### src/rtl/pipe_pkg.sv
`default_nettype none
// +--------------------------------------------------------------------------+
// | pipe_pkg : shared encodings and helpers for the pipeline control slice    |
// | Rev 1.0                                                                   |
// +--------------------------------------------------------------------------+
package pipe_pkg;

    localparam int REG_W = 3;
    localparam int CNT_W = 8;

    localparam logic [1:0] ST_RUN      = 2'd0;
    localparam logic [1:0] ST_MEM_WAIT = 2'd1;
    localparam logic [1:0] ST_DRAIN    = 2'd2;
    localparam logic [1:0] ST_HALTED   = 2'd3;

    localparam logic [4:0] OP_HALT = 5'b00000;
    localparam logic [4:0] OP_SIIC = 5'b00010;
    localparam logic [4:0] OP_LD   = 5'b10001;

    // Counters stick at all-ones rather than wrapping back to zero.
    function automatic logic [CNT_W-1:0] sat_inc(input logic [CNT_W-1:0] v);
        return (v == {CNT_W{1'b1}}) ? v : v + 1'b1;
    endfunction

endpackage
`default_nettype wire

### src/rtl/dff.sv
`default_nettype none
// +--------------------------------------------------------------------------+
// | dff : W-bit register with asynchronous active-low clear to RESET_VAL      |
// | Rev 1.1                                                                   |
// +--------------------------------------------------------------------------+
module dff #(
    parameter int           W         = 1,
    parameter logic [W-1:0] RESET_VAL = '0
) (
    input  logic         clk,
    input  logic         rst_n,
    input  logic [W-1:0] i_d,
    output logic [W-1:0] o_q
);

    logic [W-1:0] r_q;

    always_ff @(posedge clk or negedge rst_n) begin
        if (!rst_n) begin
            r_q <= RESET_VAL;
        end else begin
            r_q <= i_d;
        end
    end

    assign o_q = r_q;

endmodule
`default_nettype wire

### src/rtl/hazard_detect.sv
`default_nettype none
// +--------------------------------------------------------------------------+
// | hazard_detect : decode-vs-execute register match for load-use hazards     |
// | Rev 1.0                                                                   |
// +--------------------------------------------------------------------------+
module hazard_detect
    import pipe_pkg::*;
#(
    parameter bit ENABLE = 1'b1
) (
    input  logic             i_dec_valid,
    input  logic [REG_W-1:0] i_dec_rs,
    input  logic [REG_W-1:0] i_dec_rt,
    input  logic             i_uses_rs,
    input  logic             i_uses_rt,
    input  logic             i_ex_valid,
    input  logic             i_ex_memread,
    input  logic [REG_W-1:0] i_ex_wreg,
    output logic             o_hit
);

    logic w_rs_match;
    logic w_rt_match;

    assign w_rs_match = i_uses_rs && (i_dec_rs == i_ex_wreg);
    assign w_rt_match = i_uses_rt && (i_dec_rt == i_ex_wreg);
    assign o_hit      = ENABLE && i_dec_valid && i_ex_valid && i_ex_memread
                        && (w_rs_match || w_rt_match);

endmodule
`default_nettype wire

### src/rtl/pipeline_ctrl.sv
`default_nettype none
// +--------------------------------------------------------------------------+
// | pipeline_ctrl : stall/flush scheduler for the five-stage pipeline         |
// | Rev 1.0                                                                   |
// +--------------------------------------------------------------------------+
module pipeline_ctrl
    import pipe_pkg::*;
#(
    parameter int DRAIN_CYCLES   = 3,
    parameter int MEM_TIMEOUT    = 255,
    parameter bit LOAD_USE_STALL = 1'b1
) (
    input  logic             clk,
    input  logic             rst,
    input  logic             Dec_valid,
    input  logic [REG_W-1:0] Dec_rs,
    input  logic [REG_W-1:0] Dec_rt,
    input  logic             Dec_uses_rs,
    input  logic             Dec_uses_rt,
    input  logic             Dec_halt,
    input  logic             Dec_siic,
    input  logic             Ex_valid,
    input  logic             Ex_memread,
    input  logic [REG_W-1:0] Ex_wreg,
    input  logic             Ex_redirect,
    input  logic             Mem_busy,
    output logic             Pc_stall,
    output logic             Ifid_stall,
    output logic             Ifid_flush,
    output logic             Idex_bubble,
    output logic             Exmem_stall,
    output logic             Halted,
    output logic             Err,
    output logic [1:0]       State
);

    localparam logic [CNT_W-1:0] c_MEM_TO = CNT_W'(MEM_TIMEOUT);
    localparam logic [CNT_W-1:0] c_DRAIN  = CNT_W'(DRAIN_CYCLES);

    logic [1:0]       r_state,     w_state_nxt;
    logic [CNT_W-1:0] r_mem_cnt,   w_mem_nxt,   w_mem_inc;
    logic [CNT_W-1:0] r_drain_cnt, w_drain_nxt, w_drain_inc;
    logic             r_pending,   w_pend_nxt;
    logic             r_err,       w_err_nxt;
    logic             r_halted,    w_halted_nxt;
    logic             w_lu;
    logic             w_pc_stall, w_ifid_stall, w_ifid_flush, w_idex_bubble, w_exmem_stall;

    hazard_detect #(.ENABLE(LOAD_USE_STALL)) u_hazard (
        .i_dec_valid  (Dec_valid),
        .i_dec_rs     (Dec_rs),
        .i_dec_rt     (Dec_rt),
        .i_uses_rs    (Dec_uses_rs),
        .i_uses_rt    (Dec_uses_rt),
        .i_ex_valid   (Ex_valid),
        .i_ex_memread (Ex_memread),
        .i_ex_wreg    (Ex_wreg),
        .o_hit        (w_lu)
    );

    assign w_mem_inc   = sat_inc(r_mem_cnt);
    assign w_drain_inc = sat_inc(r_drain_cnt);

    always_comb begin
        w_state_nxt   = r_state;
        w_mem_nxt     = r_mem_cnt;
        w_drain_nxt   = r_drain_cnt;
        w_pend_nxt    = r_pending;
        w_err_nxt     = r_err;
        w_pc_stall    = 1'b0;
        w_ifid_stall  = 1'b0;
        w_ifid_flush  = 1'b0;
        w_idex_bubble = 1'b0;
        w_exmem_stall = 1'b0;
        case (r_state)
            ST_RUN: begin
                if (Mem_busy) begin
                    w_pc_stall    = 1'b1;
                    w_ifid_stall  = 1'b1;
                    w_exmem_stall = 1'b1;
                    w_pend_nxt    = Ex_redirect;
                    w_mem_nxt     = CNT_W'(1);
                    w_state_nxt   = ST_MEM_WAIT;
                    if (CNT_W'(1) >= c_MEM_TO) w_err_nxt = 1'b1;
                end else if (Ex_redirect) begin
                    // Decode holds a wrong-path instruction, so lu/halt/siic are moot.
                    w_ifid_flush  = 1'b1;
                    w_idex_bubble = 1'b1;
                end else if (Dec_siic && Dec_valid) begin
                    w_ifid_flush  = 1'b1;
                end else if (Dec_halt && Dec_valid) begin
                    w_pc_stall    = 1'b1;
                    w_ifid_flush  = 1'b1;
                    w_drain_nxt   = '0;
                    w_state_nxt   = ST_DRAIN;
                end else if (w_lu) begin
                    w_pc_stall    = 1'b1;
                    w_ifid_stall  = 1'b1;
                    w_idex_bubble = 1'b1;
                end
            end
            ST_MEM_WAIT: begin
                if (Mem_busy) begin
                    w_pc_stall    = 1'b1;
                    w_ifid_stall  = 1'b1;
                    w_exmem_stall = 1'b1;
                    w_pend_nxt    = r_pending | Ex_redirect;
                    w_mem_nxt     = w_mem_inc;
                    if (w_mem_inc >= c_MEM_TO) w_err_nxt = 1'b1;
                end else begin
                    w_ifid_flush  = r_pending | Ex_redirect;
                    w_idex_bubble = r_pending | Ex_redirect;
                    w_pend_nxt    = 1'b0;
                    w_mem_nxt     = '0;
                    w_state_nxt   = ST_RUN;
                end
            end
            ST_DRAIN: begin
                w_pc_stall   = 1'b1;
                w_ifid_flush = 1'b1;
                if (Mem_busy) begin
                    w_exmem_stall = 1'b1;
                end else if (Ex_redirect) begin
                    // An older branch proves the HALT was speculative: resume at the target.
                    w_pc_stall    = 1'b0;
                    w_idex_bubble = 1'b1;
                    w_state_nxt   = ST_RUN;
                end else begin
                    w_drain_nxt = w_drain_inc;
                    if (w_drain_inc >= c_DRAIN) w_state_nxt = ST_HALTED;
                end
            end
            default: begin
                w_pc_stall    = 1'b1;
                w_ifid_stall  = 1'b1;
                w_exmem_stall = 1'b1;
            end
        endcase
    end

    assign w_halted_nxt = r_halted | (w_state_nxt == ST_HALTED);

    dff #(.W(2), .RESET_VAL(ST_RUN)) u_state_ff (
        .clk(clk), .rst_n(rst), .i_d(w_state_nxt), .o_q(r_state));
    dff #(.W(CNT_W)) u_mem_cnt_ff (
        .clk(clk), .rst_n(rst), .i_d(w_mem_nxt), .o_q(r_mem_cnt));
    dff #(.W(CNT_W)) u_drain_cnt_ff (
        .clk(clk), .rst_n(rst), .i_d(w_drain_nxt), .o_q(r_drain_cnt));
    dff #(.W(1)) u_pending_ff (
        .clk(clk), .rst_n(rst), .i_d(w_pend_nxt), .o_q(r_pending));
    dff #(.W(1)) u_err_ff (
        .clk(clk), .rst_n(rst), .i_d(w_err_nxt), .o_q(r_err));
    dff #(.W(1)) u_halted_ff (
        .clk(clk), .rst_n(rst), .i_d(w_halted_nxt), .o_q(r_halted));

    // Reset overrides the FSM: PC held, every other enable quiet.
    assign Pc_stall    = ~rst | w_pc_stall;
    assign Ifid_stall  = rst & w_ifid_stall;
    assign Ifid_flush  = rst & w_ifid_flush;
    assign Idex_bubble = rst & w_idex_bubble;
    assign Exmem_stall = rst & w_exmem_stall;
    assign Halted      = r_halted;
    assign Err         = r_err;
    assign State       = r_state;

endmodule
`default_nettype wire

### config.mk
export PLATFORM = sky130hd
export DESIGN_NAME = pipeline_ctrl
export DESIGN_NICKNAME = d
export VERILOG_FILES = /design/src/rtl/pipe_pkg.sv /design/src/rtl/dff.sv /design/src/rtl/hazard_detect.sv /design/src/rtl/pipeline_ctrl.sv
export SDC_FILE = /design/constraint.sdc
export NUM_CORES = 1
export LEC_CHECK = 0
export BUFFER_PORTS_ARGS = -buffer_cell sky130_fd_sc_hd__buf_4
export CAP_MARGIN = 15
export CORE_MARGIN = 2
export CORE_UTILIZATION = 57
export CTS_BUF_LIST = sky130_fd_sc_hd__clkbuf_2 sky130_fd_sc_hd__clkbuf_4 sky130_fd_sc_hd__clkbuf_8
export CTS_CLUSTER_DIAMETER = 40
export CTS_CLUSTER_SIZE = 40
export DETAILED_ROUTE_END_ITERATION = 10
export GPL_TIMING_DRIVEN = 1
export PLACE_DENSITY = 0.88
export SLEW_MARGIN = 20
export SYNTH_ARGS = -nofsm -noshare
export SYNTH_HDL_FRONTEND = slang
export SYNTH_SLANG_ARGS = --single-unit
### constraint.sdc
create_clock -name clk -period 2.3 [get_ports clk]
set_input_delay 0.23 -clock clk [delete_from_list [all_inputs] [get_ports clk]]
set_output_delay 0.23 -clock clk [all_outputs]
set_load 0.1 [all_outputs]
==> results of run 1 <==
final timing paths:
| kind | from | end | depth (start not counted) |
|---|---|---|---|
| max in group asynchronous | rst | u_state_ff.o_q[0] | 2 |
| min | Ex_redirect | u_state_ff.o_q[1] | 2 |
| min in group asynchronous | rst | u_halted_ff.o_q | 2 |
| max reg2reg | u_mem_cnt_ff.o_q[0] | u_err_ff.o_q | 6 |
| max | rst | Pc_stall | 6 |
| min reg2reg | u_err_ff.o_q | u_err_ff.o_q | 1 |
synthesized netlist by cell type, types with 4 or more instances:
master                     instances
sky130_fd_sc_hd__a21oi_1          24
sky130_fd_sc_hd__nor3_1            4
sky130_fd_sc_hd__nand3_1           8
sky130_fd_sc_hd__nand4_1           5
sky130_fd_sc_hd__a211oi_1          4
sky130_fd_sc_hd__buf_2             7
sky130_fd_sc_hd__nor2_1           17
sky130_fd_sc_hd__nand2b_1          5
sky130_fd_sc_hd__o21ai_0          19
sky130_fd_sc_hd__dfrtp_1          21
sky130_fd_sc_hd__inv_1             6
sky130_fd_sc_hd__xnor2_1           7
sky130_fd_sc_hd__nand2_1          13
metal layers:
layer,up-vias,routed length [um]
met2,42,1880
met3,4,123
met4,0,29
met5,-,0
met1,702,1540
li1,738,-
stage by stage:
stage / cells / area, um^2
after floorplan: 187 / 1570
after global placement: 235 / 1760
after detailed placement: 235 / 1760
after CTS: 240 / 1800
after global routing: 240 / 1800
final: 240 / 1800
power by group through the flow:
stage	registers (mW)	clock network, mW	logic [mW]
floorplan	0.646	0	0.547
global placement	0.578	0	0.758
detailed placement	0.587	0	0.781
CTS	0.580	0.193	0.785
global route	0.596	0.204	0.852
finish	0.585	0.189	0.786
worst max-delay path: cells and delay by family:
| kind | cells | cell delay [ps] |
|---|---|---|
| compound gates | 2 | 310 |
| buf+inv | 3 | 1060 |
| simple gates | 1 | 160 |
cell type report:
| type | count | area [um^2] | share of cell area |
|---|---|---|---|
| clock buffer | 4 | 30.0 | 0.0167 |
| inverter | 6 | 22.5 | 0.0125 |
| multi-input combinational | 148 | 943 | 0.525 |
| sequential | 21 | 527 | 0.293 |
| tap | 30 | 37.5 | 0.0209 |
| timing repair buffer | 31 | 235 | 0.131 |
state kept, by name (all words and copies together) (netlist names):
name                count
u_drain_cnt_ff.o_q      8
u_mem_cnt_ff.o_q        8
u_state_ff.o_q          2
u_err_ff.o_q            1
u_halted_ff.o_q         1
u_pending_ff.o_q        1
cell families after synthesis:
kind of cell,after synthesis,share of synthesized area
flops,21,0.345
xor+xnor,7,0.0402
fa+ha+maj,2,0.0164
simple gates,64,0.226
mux,3,0.0197
compound gates,72,0.288
buf+inv,18,0.0656
==> impl_metrics.xml, run 1 <==
<?xml version="1.0" encoding="UTF-8"?>
<metrics>
  <group name="timing">
    <metric name="period_share" unit="">0.866</metric>
    <metric name="timing.setup.tns" unit="ps">0</metric>
    <metric name="transition_time_at_the_pin_with_the_least_slew_margin" unit="ps">720</metric>
    <metric name="timing.final.hold_violations" unit="">0</metric>
    <metric name="maxSlewViolCount" unit="">0</metric>
    <metric name="period_minus_slack" unit="ps">1990</metric>
    <metric name="setup_ws" unit="ps">308</metric>
    <metric name="fin_hold_ws" unit="ps">177</metric>
    <metric name="fin_worst_skew" unit="ps">2.33</metric>
    <metric name="final-setup-viol-count" unit="">0</metric>
    <metric name="setup_repair_after_global_routing_missed_its_margin" unit="">false</metric>
    <metric name="max_freq" unit="MHz">502</metric>
    <metric name="max-slew-margin-rel" unit="">0.515</metric>
  </group>
  <group name="floorplan">
    <metric name="fp.dieH" unit="um">55.7</metric>
    <metric name="core-area" unit="um^2">2500</metric>
    <metric name="placementRows" unit="">18</metric>
    <metric name="die_width" unit="um">55.7</metric>
    <metric name="ioPinCount" unit="">29</metric>
    <metric name="effective_utilization_at_floorplan" unit="">0.610</metric>
    <metric name="fp.dieArea" unit="um^2">3110</metric>
  </group>
  <group name="power_and_ir_drop">
    <metric name="power_leakage" unit="nW">0.769</metric>
    <metric name="clock_power_share" unit="">0.121</metric>
    <metric name="power_frac_comb" unit="">0.504</metric>
    <metric name="power.density" unit="nW/um^2">869</metric>
    <metric name="power.internal" unit="uW">779</metric>
    <metric name="net-switching-power" unit="uW">781</metric>
    <metric name="total_power" unit="mW">1.56</metric>
    <metric name="sequentialPowerShare" unit="">0.375</metric>
    <metric name="ir_worst_vdd" unit="mV">0.989</metric>
    <metric name="power.share.switching" unit="">0.500</metric>
  </group>
  <group name="grt">
    <metric name="globalRoute.totalOverflow" unit="">0</metric>
    <metric name="globalRouteMet1Util" unit="">0.306</metric>
    <metric name="pin_count_of_the_biggest_net_entering_global_routing" unit="">26</metric>
    <metric name="met2_demand_to_capacity_share_in_global_routing" unit="">0.422</metric>
    <metric name="groute.layer.met3.usage" unit="">0.0302</metric>
    <metric name="grt-busiest-layer" unit="">met2</metric>
    <metric name="grt_antenna_before_repair" unit="">0</metric>
    <metric name="first_global_vias" unit="">1446</metric>
    <metric name="grt_use_total" unit="">0.242</metric>
    <metric name="grt_first_pass_wirelength" unit="mm">6.19</metric>
  </group>
  <group name="route">
    <metric name="drt_wl_total" unit="mm">3.58</metric>
    <metric name="drtAntennaViolNets" unit="">0</metric>
    <metric name="dr_pass1_iterations" unit="">4</metric>
    <metric name="number_of_design_rule_violations_left_by_the_first_detailed_router_iteration" unit="">82</metric>
    <metric name="routed_wire_length_per_instance" unit="um">14.9</metric>
    <metric name="detail_route.vias_per_cell" unit="">6.19</metric>
    <metric name="routed_via_count" unit="">1486</metric>
    <metric name="drc" unit="">0</metric>
  </group>
  <group name="placed_design">
    <metric name="place_ws" unit="ps">467</metric>
    <metric name="globalplace.congestion" unit="">0.979</metric>
    <metric name="hpwl_after_detailed_placement" unit="mm">2.72</metric>
    <metric name="portBuffers" unit="">28</metric>
  </group>
  <group name="outcome">
    <metric name="outcome" unit="">finished clean</metric>
  </group>
  <group name="yosys">
    <metric name="synth-seq-cells" unit="">21</metric>
    <metric name="seq_area_frac_synth" unit="">0.345</metric>
    <metric name="largest_cells_by_area_after_synthesis" unit="">sky130_fd_sc_hd__dfrtp_1, sky130_fd_sc_hd__a21oi_1, sky130_fd_sc_hd__o21ai_0, sky130_fd_sc_hd__nor2_1, sky130_fd_sc_hd__xnor2_1</metric>
    <metric name="synthCells" unit="">187</metric>
    <metric name="async_flop_share" unit="">1.00</metric>
    <metric name="synthesis.area_per_instance" unit="um^2">8.16</metric>
    <metric name="prevailing_post_synth_register_cell" unit="">sky130_fd_sc_hd__dfrtp_1</metric>
    <metric name="synth-edff-count" unit="">0</metric>
    <metric name="yosysTopAreaCell" unit="">sky130_fd_sc_hd__dfrtp_1</metric>
    <metric name="yosysTopAreaCellShare" unit="">0.345</metric>
    <metric name="syn_nets" unit="">209</metric>
    <metric name="netlist_area" unit="um^2">1530</metric>
    <metric name="yosys_warnings" unit="">0</metric>
    <metric name="yosysUniqueCellTypes" unit="">44</metric>
  </group>
  <group name="critical_path">
    <metric name="worst-path-max-fanout" unit="">25</metric>
    <metric name="worst_path_max_delay_cell" unit="">sky130_fd_sc_hd__dlygate4sd3_1</metric>
    <metric name="crit_type" unit="">primary input to output port</metric>
    <metric name="crit_end_element" unit="">output port</metric>
    <metric name="max_stage_delay" unit="ps">520</metric>
    <metric name="critical_path.startpoint_type" unit="">primary input</metric>
    <metric name="crit_arrival" unit="ps">1760</metric>
    <metric name="setup.reg_to_reg.worst_slack" unit="ps">360</metric>
    <metric name="critPathMostFrequentCell" unit="">sky130_fd_sc_hd__buf_4</metric>
    <metric name="crit_required" unit="ps">2070</metric>
    <metric name="timing.critical_path.cells" unit="">dlygate4sd3_1, buf_4, nand2b_1, a21oi_1, o21ai_4, buf_4</metric>
  </group>
  <group name="cts">
    <metric name="holdBufCountCts" unit="">1</metric>
    <metric name="cts_root_buffer" unit="">sky130_fd_sc_hd__clkbuf_4</metric>
    <metric name="tritoncts" unit="">done</metric>
    <metric name="max-clock-path-buffers" unit="">2</metric>
    <metric name="cts.sinks" unit="">21</metric>
    <metric name="htree_levels" unit="">1</metric>
    <metric name="clk-insertion-delay-late" unit="ps">290</metric>
    <metric name="post_cts_resized" unit="">0</metric>
    <metric name="cts-buffers-inserted" unit="">3</metric>
    <metric name="cts_post_setup_buffers_inserted" unit="">0</metric>
    <metric name="register_clock_pin_slew_on_the_reported_worst_setup_and_hold_paths" unit="ps">120</metric>
  </group>
  <group name="cells_and_area">
    <metric name="mostFrequentLayoutCell" unit="">sky130_fd_sc_hd__buf_4</metric>
    <metric name="n_antenna_cell" unit="">0</metric>
    <metric name="final_layout_size_suffix_gt1_frac" unit="">0.224</metric>
    <metric name="final_cell_mix" unit="">sky130_fd_sc_hd__buf_4, sky130_fd_sc_hd__a21oi_1, sky130_fd_sc_hd__dfrtp_1</metric>
    <metric name="fill_cells" unit="">198</metric>
    <metric name="nNetsFinal" unit="">233</metric>
    <metric name="final_util" unit="">0.718</metric>
    <metric name="syn_to_final_growth" unit="%">17.7</metric>
  </group>
  <group name="flow_run">
    <metric name="max-cap-violations" unit="">0</metric>
  </group>
  <group name="hold_path">
    <metric name="path_class_of_the_lowest_slack_min_delay_path" unit="">primary input to flop</metric>
  </group>
</metrics>
Note: power is estimated with default switching activity, not from simulation.
==> run 2: changes to the inputs <==
--- a/config.mk
+++ b/config.mk
@@ -8,13 +8,14 @@
 export BUFFER_PORTS_ARGS = -buffer_cell sky130_fd_sc_hd__buf_4
 export CAP_MARGIN = 15
 export CORE_MARGIN = 2
-export CORE_UTILIZATION = 57
+export CORE_UTILIZATION = 52
 export CTS_BUF_LIST = sky130_fd_sc_hd__clkbuf_2 sky130_fd_sc_hd__clkbuf_4 sky130_fd_sc_hd__clkbuf_8
 export CTS_CLUSTER_DIAMETER = 40
 export CTS_CLUSTER_SIZE = 40
 export DETAILED_ROUTE_END_ITERATION = 10
 export GPL_TIMING_DRIVEN = 1
-export PLACE_DENSITY = 0.88
+export HOLD_SLACK_MARGIN = 0.08
+export PLACE_DENSITY = 0.85
 export SLEW_MARGIN = 20
 export SYNTH_ARGS = -nofsm -noshare
 export SYNTH_HDL_FRONTEND = slang
==> constraint.sdc (replaced) <==
create_clock -name clk -period 1.7 [get_ports clk]
set_input_delay 0.17 -clock clk [delete_from_list [all_inputs] [get_ports clk]]
set_output_delay 0.17 -clock clk [all_outputs]
set_load 0.1 [all_outputs]
==> impl_metrics.xml, run 2 (synthesis gave the netlist of run 1 again) <==
<?xml version="1.0" encoding="UTF-8"?>
<metrics>
  <group name="placed_design">
    <metric name="place.detailed.instances" unit="">245</metric>
    <metric name="hpwl_after_detailed_placement" unit="mm">2.84</metric>
    <metric name="place_area" unit="um^2">1850</metric>
    <metric name="place_ws" unit="ps">-1.09</metric>
    <metric name="portBuffers" unit="">28</metric>
    <metric name="globalplace.congestion" unit="">0.917</metric>
  </group>
  <group name="floorplan">
    <metric name="effective_utilization_at_floorplan" unit="">0.548</metric>
    <metric name="ioPinCount" unit="">29</metric>
    <metric name="placementRows" unit="">19</metric>
    <metric name="fp.dieH" unit="um">58.2</metric>
    <metric name="die_width" unit="um">58.2</metric>
    <metric name="core-area" unit="um^2">2780</metric>
    <metric name="fp.dieArea" unit="um^2">3380</metric>
  </group>
  <group name="outcome">
    <metric name="outcome" unit="">complete, but fails checks</metric>
    <metric name="violations" unit="">negative setup slack</metric>
  </group>
  <group name="cells_and_area">
    <metric name="syn_to_final_growth" unit="%">34.8</metric>
    <metric name="fill_cells" unit="">183</metric>
    <metric name="post_route_cell_area" unit="um^2">2060</metric>
    <metric name="layoutNonFillerInstCount" unit="">262</metric>
    <metric name="n_antenna_cell" unit="">0</metric>
    <metric name="nNetsFinal" unit="">254</metric>
    <metric name="final_cell_mix" unit="">sky130_fd_sc_hd__buf_4, sky130_fd_sc_hd__a21oi_1, sky130_fd_sc_hd__dfrtp_1</metric>
    <metric name="final_util" unit="">0.739</metric>
    <metric name="final_layout_size_suffix_gt1_frac" unit="">0.342</metric>
    <metric name="mostFrequentLayoutCell" unit="">sky130_fd_sc_hd__buf_4</metric>
  </group>
  <group name="timing">
    <metric name="fin_worst_skew" unit="ps">3.44</metric>
    <metric name="period_share" unit="">1.02</metric>
    <metric name="transition_time_at_the_pin_with_the_least_slew_margin" unit="ps">542</metric>
    <metric name="maxSlewViolCount" unit="">0</metric>
    <metric name="setup_repair_after_global_routing_missed_its_margin" unit="">true</metric>
    <metric name="final-setup-viol-count" unit="">2</metric>
    <metric name="setup_ws" unit="ps">-33.7</metric>
    <metric name="max-slew-margin-rel" unit="">0.636</metric>
    <metric name="timing.setup.tns" unit="ps">-35.3</metric>
    <metric name="period_minus_slack" unit="ps">1730</metric>
    <metric name="max_freq" unit="MHz">577</metric>
    <metric name="fin_hold_ws" unit="ps">147</metric>
    <metric name="timing.final.hold_violations" unit="">0</metric>
  </group>
  <group name="cts">
    <metric name="cts-buffers-inserted" unit="">3</metric>
    <metric name="clk-insertion-delay-late" unit="ps">310</metric>
    <metric name="tritoncts" unit="">done</metric>
    <metric name="max-clock-path-buffers" unit="">2</metric>
    <metric name="register_clock_pin_slew_on_the_reported_worst_setup_and_hold_paths" unit="ps">130</metric>
    <metric name="cts.sinks" unit="">21</metric>
    <metric name="cts_root_buffer" unit="">sky130_fd_sc_hd__clkbuf_4</metric>
    <metric name="htree_levels" unit="">1</metric>
  </group>
  <group name="grt">
    <metric name="pin_count_of_the_biggest_net_entering_global_routing" unit="">16</metric>
    <metric name="grt_use_total" unit="">0.267</metric>
    <metric name="grt_antenna_before_repair" unit="">0</metric>
    <metric name="first_global_vias" unit="">1617</metric>
    <metric name="globalRoute.totalOverflow" unit="">0</metric>
    <metric name="grt_first_pass_wirelength" unit="mm">7.02</metric>
  </group>
  <group name="critical_path">
    <metric name="max_stage_delay" unit="ps">490</metric>
    <metric name="crit_required" unit="ps">1530</metric>
    <metric name="setup.reg_to_reg.worst_slack" unit="ps">90</metric>
    <metric name="crit_end_element" unit="">output port</metric>
    <metric name="timing.critical_path.cells" unit="">buf_6, a21oi_2, a221oi_4, buf_12</metric>
    <metric name="critical_path.startpoint_type" unit="">flop</metric>
    <metric name="worst_path_max_delay_cell" unit="">sky130_fd_sc_hd__dfrtp_4</metric>
    <metric name="crit_type" unit="">flop to output port</metric>
    <metric name="worst-path-max-fanout" unit="">7</metric>
    <metric name="crit_arrival" unit="ps">1560</metric>
  </group>
  <group name="power_and_ir_drop">
    <metric name="total_power" unit="mW">2.46</metric>
    <metric name="ir_worst_vdd" unit="mV">1.15</metric>
    <metric name="power_leakage" unit="nW">0.896</metric>
    <metric name="power.internal" unit="mW">1.28</metric>
    <metric name="power.density" unit="nW/um^2">1200</metric>
    <metric name="clock_power_share" unit="">0.102</metric>
    <metric name="sequentialPowerShare" unit="">0.304</metric>
    <metric name="net-switching-power" unit="mW">1.18</metric>
    <metric name="power.share.switching" unit="">0.479</metric>
    <metric name="power_frac_comb" unit="">0.593</metric>
  </group>
  <group name="route">
    <metric name="number_of_design_rule_violations_left_by_the_first_detailed_router_iteration" unit="">71</metric>
    <metric name="routed_wire_length_per_instance" unit="um">15.7</metric>
    <metric name="drc" unit="">0</metric>
    <metric name="detail_route.vias_per_cell" unit="">6.02</metric>
    <metric name="routed_via_count" unit="">1577</metric>
    <metric name="dr_pass1_iterations" unit="">5</metric>
    <metric name="drtAntennaViolNets" unit="">0</metric>
    <metric name="drt_wl_total" unit="mm">4.12</metric>
  </group>
  <group name="hold_path">
    <metric name="path_class_of_the_lowest_slack_min_delay_path" unit="">primary input to flop</metric>
  </group>
  <group name="flow_run">
    <metric name="max-cap-violations" unit="">0</metric>
  </group>
</metrics>
## run 2: changes by cell type in the layout (fill, tap and decap cells not counted), moves of 3 or more
cell,before,now
sky130_fd_sc_hd__buf_4,30,46
sky130_fd_sc_hd__a21oi_1,24,20
sky130_fd_sc_hd__a21oi_2,0,4
sky130_fd_sc_hd__buf_6,0,3
## run 2: repair_timing
item	in CTS	in global routing
setup buffers	8	4
pin swaps	1	3
resized for setup	13	9
hold buffers	1	0
setup endpoints to repair	6	11
endpoints found under the hold margin	21	0
## run 2: metal layers
metal  GRT usage  routed length (um)  share of wire  vias to the layer above
met1       0.318                1760           0.43                      752
li1            -                   -              -                      777
met5           0                   0              0                        -
met3      0.0268                 124          0.030                        6
met2       0.485                2160           0.53                       42
met4       0.110                  69          0.017                        0
## run 2: area by class of cell
class	count	area [um^2]	share of cell area
Clock buffer	3	22.5	0.0110
Tap cell	31	38.8	0.0189
Clock inverter	1	5.00	0.00243
Multi-Input combinational cell	148	1000	0.489
Inverter	6	22.5	0.0110
Sequential cell	21	533	0.259
Timing Repair Buffer	52	429	0.209
## run 2: worst max-delay path, delay by kind of cell, from the launching register on
family	cells	cell delay, ps
AOI/OAI and AO/OA	2	400
buffers and inverters	2	350
DFF	1	490
## run 2: power groups by stage
stage	registers (mW)	logic (mW)	clock network [mW]
2_1_floorplan	0.889	0.790	0
3_3_place_gp	0.776	1.13	0
3_5_place_dp	0.786	1.17	0
4_1_cts	0.736	1.38	0.256
5_1_grt	0.763	1.58	0.268
6_report	0.749	1.46	0.252
## run 2: final timing paths
path	cells past startpoint	endpoint	from
setup reg to reg	6	u_mem_cnt_ff.o_q[0]	u_mem_cnt_ff.o_q[0]
hold / removal	2	u_state_ff.o_q[1]	Ex_redirect
max in group asynchronous	3	u_state_ff.o_q[0]	rst
setup / recovery	4	Idex_bubble	u_state_ff.o_q[0]
min in group asynchronous	2	u_mem_cnt_ff.o_q[1]	rst
hold reg to reg	1	u_err_ff.o_q	u_err_ff.o_q
